===== src/rtl/quad_step_decoder_if.sv =====
// rtl/quad_step_decoder_if.sv - pin-side and counter-side signals of the quadrature step decoder
interface quad_step_decoder_if;
    logic en;
    logic enc_a;
    logic enc_b;
    logic step;
    logic updown;
    logic err;

    modport master (
        output en,
        output enc_a,
        output enc_b,
        input  step,
        input  updown,
        input  err
    );

    modport slave (
        input  en,
        input  enc_a,
        input  enc_b,
        output step,
        output updown,
        output err
    );
endinterface


===== src/rtl/quad_step_decoder.sv =====
// rtl/quad_step_decoder.sv - synchronised, debounced quadrature decoder producing step/updown; optional err via QDEC_ERR_EN
module quad_step_decoder #(
    parameter int DB_CYCLES      = 4,
    parameter int DB_W           = 3,
    parameter int EDGES_PER_STEP = 4
) (
    input  logic                 clk,
    input  logic                 reset,
    quad_step_decoder_if.slave   bus
);

    typedef enum logic {INIT, TRACK} state_t;

    localparam logic signed [2:0] ACC_MAX  = 3'(EDGES_PER_STEP - 1);
    localparam logic signed [2:0] ACC_MIN  = -ACC_MAX;
    localparam logic [DB_W-1:0]   CNT_LAST = DB_W'(DB_CYCLES - 1);

    state_t              state_q, state_d;
    logic [1:0]          ab_s1, ab_s, ab_prev;
    logic [1:0]          ab_f, ab_f_d;
    logic [DB_W-1:0]     cnt, cnt_d;
    logic signed [2:0]   acc, acc_d;
    logic                step_q, step_d;
    logic                updown_q, updown_d;
    logic                stable, differs, accept;
    logic                fwd, bwd, illegal;

    function automatic logic [1:0] gray_next(input logic [1:0] v);
        case (v)
            2'b00:   gray_next = 2'b01;
            2'b01:   gray_next = 2'b11;
            2'b11:   gray_next = 2'b10;
            default: gray_next = 2'b00;
        endcase
    endfunction

    // In INIT the reset value of ab_f must not mask a stable 00, so any stable value is accepted.
    assign stable  = (ab_s == ab_prev);
    assign differs = (state_q == INIT) || (ab_s != ab_f);
    assign accept  = stable && differs && (cnt == CNT_LAST);

    assign fwd     = (gray_next(ab_f) == ab_s);
    assign bwd     = (gray_next(ab_s) == ab_f);
    assign illegal = ((ab_f ^ ab_s) == 2'b11);

`ifdef QDEC_ERR_EN
    logic err_q, err_d;
`endif

    always_comb begin
        state_d  = state_q;
        ab_f_d   = ab_f;
        cnt_d    = cnt;
        acc_d    = acc;
        step_d   = 1'b0;
        updown_d = updown_q;
`ifdef QDEC_ERR_EN
        err_d    = 1'b0;
`endif
        if (!stable || !differs || accept)
            cnt_d = '0;
        else
            cnt_d = cnt + 1'b1;

        if (accept) begin
            ab_f_d = ab_s;
            if (state_q == INIT) begin
                state_d = TRACK;
            end else if (illegal) begin
                acc_d = '0;
`ifdef QDEC_ERR_EN
                err_d = 1'b1;
`endif
            end else if (fwd && bus.en) begin
                if (acc == ACC_MAX) begin
                    step_d   = 1'b1;
                    updown_d = 1'b1;
                    acc_d    = '0;
                end else begin
                    acc_d = acc + 3'sd1;
                end
            end else if (bwd && bus.en) begin
                if (acc == ACC_MIN) begin
                    step_d   = 1'b1;
                    updown_d = 1'b0;
                    acc_d    = '0;
                end else begin
                    acc_d = acc - 3'sd1;
                end
            end
        end

        // Holding acc at zero while disabled is what prevents a burst on re-enable.
        if (!bus.en)
            acc_d = '0;
    end

    always_ff @(posedge clk) begin
        if (reset) begin
            state_q  <= INIT;
            ab_s1    <= 2'b00;
            ab_s     <= 2'b00;
            ab_prev  <= 2'b00;
            ab_f     <= 2'b00;
            cnt      <= '0;
            acc      <= '0;
            step_q   <= 1'b0;
            updown_q <= 1'b1;
`ifdef QDEC_ERR_EN
            err_q    <= 1'b0;
`endif
        end else begin
            state_q  <= state_d;
            ab_s1    <= {bus.enc_a, bus.enc_b};
            ab_s     <= ab_s1;
            ab_prev  <= ab_s;
            ab_f     <= ab_f_d;
            cnt      <= cnt_d;
            acc      <= acc_d;
            step_q   <= step_d;
            updown_q <= updown_d;
`ifdef QDEC_ERR_EN
            err_q    <= err_d;
`endif
        end
    end

    assign bus.step   = step_q;
    assign bus.updown = updown_q;
`ifdef QDEC_ERR_EN
    assign bus.err    = err_q;
`else
    assign bus.err    = 1'b0;
`endif

endmodule


===== src/flat_wrapper.sv =====
// flat-port wrapper written by rule: the top's interface ports become plain ports
module quad_step_decoder_flat 
#(
    parameter int DB_CYCLES      = 4,
    parameter int DB_W           = 3,
    parameter int EDGES_PER_STEP = 4
)
  (clk, reset, bus_en, bus_enc_a, bus_enc_b, bus_step, bus_updown, bus_err);
  quad_step_decoder_if bus_i ();
  input  logic clk;
  input  logic reset;
  input wire logic [$bits(bus_i.en)-1:0] bus_en;
  input wire logic [$bits(bus_i.enc_a)-1:0] bus_enc_a;
  input wire logic [$bits(bus_i.enc_b)-1:0] bus_enc_b;
  output wire logic [$bits(bus_i.step)-1:0] bus_step;
  output wire logic [$bits(bus_i.updown)-1:0] bus_updown;
  output wire logic [$bits(bus_i.err)-1:0] bus_err;
  assign bus_i.en = bus_en;
  assign bus_i.enc_a = bus_enc_a;
  assign bus_i.enc_b = bus_enc_b;
  assign bus_step = bus_i.step;
  assign bus_updown = bus_i.updown;
  assign bus_err = bus_i.err;
  quad_step_decoder #(.DB_CYCLES(DB_CYCLES), .DB_W(DB_W), .EDGES_PER_STEP(EDGES_PER_STEP)) u_core (.clk(clk), .reset(reset), .bus(bus_i));
endmodule

===== config.mk =====
export PLATFORM = sky130hd
export DESIGN_NAME = quad_step_decoder_flat
export DESIGN_NICKNAME = d
export VERILOG_FILES = /design/src/rtl/quad_step_decoder_if.sv /design/src/rtl/quad_step_decoder.sv /design/src/flat_wrapper.sv
export SDC_FILE = /design/constraint.sdc
export NUM_CORES = 1
export LEC_CHECK = 0
export BUFFER_PORTS_ARGS = -buffer_cell sky130_fd_sc_hd__buf_2
export CAP_MARGIN = 25
export CORE_MARGIN = 2
export CORE_UTILIZATION = 45
export CTS_CLUSTER_DIAMETER = 50
export CTS_CLUSTER_SIZE = 25
export DETAILED_ROUTE_END_ITERATION = 8
export RECOVER_POWER = 50
export SYNTH_ARGS = -nofsm -noshare
export SYNTH_HDL_FRONTEND = slang
export SYNTH_SLANG_ARGS = --single-unit

===== constraint.sdc =====
create_clock -name clk -period 1.85 [get_ports clk]
set_input_delay 0.2775 -clock clk [delete_from_list [all_inputs] [get_ports clk]]
set_output_delay 0.2775 -clock clk [all_outputs]
set_load 0.02 [all_outputs]

==> results.cfg <==
[outcome]
status = complete, no violations

[synth]
ys_types = 34
mappedNetlistArea_sq_um = 897
ys_seq_elements = 17
synth_nets = 107
syn_inst = 97
avgSynthCellArea_sq_um = 9.25
yosysSeqAreaShare = 0.379
yosys_warnings = 0
netlist.area_leader.share = 0.379
synthTopCellsByArea = dfxtp_1 38%, ha_1 7.0%, mux2i_1 6.7%
netlist.top_cell.by_area = dfxtp_1

[layout]
final_common_cell = dfxtp_1
antenna_cells = 0
syn2layout_area_growth_pct = 7.25
n_fill_cell = 197
final_cell_mix = 17 x dfxtp_1, 8 x nor2b_1, 8 x nor2_1
drive_gt1_frac = 0.117
fin_util = 0.501
nets = 114

[cts]
cts_buffer_depth = 2
cts_buffers = 3
cts_setup_buffers = 0
htreeDepth = 1
cts_tree = done
cts_sinks = 17
clock_latency_ns = 0.28
clk_pin_slew_worst_paths_ns = 0.10
hold_buffers = 0
cts-resized-gates = 0
root_buffer = clkbuf_4

[global_routing]
grt_overflow = 0
first_global_vias = 603
grt_pass1_wl_um = 2510
grt_max_degree = 16
antenna_found_initial = 0
grt_usage = 0.138

[worst_setup_path]
critPathMaxStageDelay_ns = 0.50
critPathLaunchType = flop
cp_slowest_cell = dfxtp_1
worstPathRequired_ns = 2.07
worstPathMaxFanout = 6
cp_cell_sequence = xor2_1, o21ai_0, a211oi_2, mux2i_1
critPathArrivalTime_ns = 1.87
path_class = flop to flop
r2r_slack_ns = 0.20
cp_top_family = compound AO/OA/AOI/OAI gates
critPathBufInv = 0
timing.rr.start = u_core.ab_s[0]
critPathCaptureType = flop
crit_start = u_core.ab_s[0]

[drt]
routed_wl_um = 1440
post_drt_wl_per_cell_um = 11.0
drc = 0
drt_iter0_markers = 7
dr.pass1.iters = 4
via_per_inst = 4.93
ant_nets = 0
vias = 641

[sta]
final-setup-viol-count = 0
max_freq_mhz = 606
tns_ns = 0
timing.final.crit_share = 0.892
slew_headroom = 0.589
layout_min_cycle_time_ns = 1.65
slew_viol_final = 0
tightest_slew_ns = 0.617
finalHoldViolCount = 0
rsz0062_at_grt = no
finalClockSkew_ns = 0.00544

[power_and_ir_drop]
switchingPower_uw = 151
p_int_uw = 484
p_per_area_nw_per_um2 = 661
pwr-share-clk = 0.303
power_leakage_uw = 0.000374
vdd_drop_max_v = 0.000494
netSwitchingFraction = 0.238
totalPowerFinal_uw = 636
p_comb_frac = 0.091
p_seq_frac = 0.605

[floorplanning]
die_y_um = 48.7
ios = 8
initial_core_util = 0.467
row_count = 16
design.core.area_sq_um = 1920
die_w_um = 48.7
die_area_sq_um = 2370

[run]
cap_violations = 0

[place]
dp_hpwl_um = 1110
place.gp.congestion = 0.775
io_buffers = 6

[min_path]
hp-start = bus_enc_a
hold_class = input port to flop
[metal layers]
| layer | up-vias | track usage | share of wire |
|---|---|---|---|
| li1 | 345 | - | - |
| met1 | 287 | 0.183 | 0.52 |
| met2 | 7 | 0.199 | 0.44 |
| met3 | 2 | 0.0278 | 0.024 |
| met4 | 0 | 0.0952 | 0.015 |
| met5 | - | 0 | 0 |
[cells by family (layout without fill, tap and decap cells)]
| group | count (synthesis) | in the layout | share of synthesized area |
|---|---|---|---|
| simple gates | 37 | 37 | 0.226 |
| flops | 17 | 17 | 0.379 |
| compound gates | 12 | 12 | 0.102 |
| buf+inv | 11 | 17 | 0.0572 |
| xor+xnor | 8 | 8 | 0.0948 |
| mux | 6 | 6 | 0.0669 |
| fa+ha+maj | 5 | 5 | 0.0697 |
| other cells | 1 | 1 | 0.00418 |
[Yosys cell counts, drive strengths merged]
library cell / instances
nor4b: 1
and4: 1
xnor2: 5
nor2b: 8
nand3: 4
nand2b: 1
and4bb: 1
nand4: 1
a211oi: 2
a2111oi: 2
nor2: 8
xor2: 3
a2111o: 1
clkbuf: 1
nand3b: 1
inv: 6
ha: 5
nand2: 6
o32ai: 1
and3: 1
and2: 1
o211ai: 1
a21oi: 2
buf: 4
dfxtp: 17
mux2i: 6
a31oi: 1
o21ai: 2
conb: 1
nor3: 3
[path summary, 6_finish.rpt]
kind              depth (start not counted)         endpoint
hold / removal                            2  u_core.ab_s1[1]
hold reg to reg                           1    u_core.cnt[0]
setup / recovery                          4    u_core.acc[1]
setup reg to reg                          4    u_core.acc[1]
[final cells by class]
cell class | instances | area [sq um] | share of cell area
Inverter | 6 | 22.5 | 0.0234
Sequential cell | 17 | 340 | 0.354
Tap cell | 27 | 33.8 | 0.0351
Timing Repair Buffer | 7 | 33.8 | 0.0351
Clock buffer | 4 | 26.3 | 0.0273
Multi-Input combinational cell | 69 | 505 | 0.525
[sequential cells by signal (all words and copies together) (netlist names)]
name	count
u_core.ab_prev	2
u_core.bus.step	1
u_core.acc	3
u_core.state_q	1
u_core.ab_s1	2
u_core.ab_s	2
u_core.ab_f	2
u_core.cnt	3
u_core.bus.updown	1
[power by group through the flow]
stage / Clock (uW) / Combinational (uW) / Sequential [uW]
after floorplan: 0 / 51.2 / 389
after global placement: 0 / 57.6 / 393
after detailed placement: 0 / 58.1 / 394
after CTS: 207 / 58.3 / 385
after global routing: 221 / 65.8 / 387
final: 193 / 58.0 / 385
[through the flow]
step           area (sq um)  worst slack [ns]  hold slack [ns]  cells
4_1_cts                 966             0.171            0.190    130
3_5_place_dp            940             0.186            0.413    126
2_1_floorplan           897             0.451            0.349     97
3_3_place_gp            940             0.197            0.408    126
5_1_grt                 962            0.0631            0.185    130
6_report                962             0.199            0.202    130
Note: power is estimated with default switching activity, not from simulation.
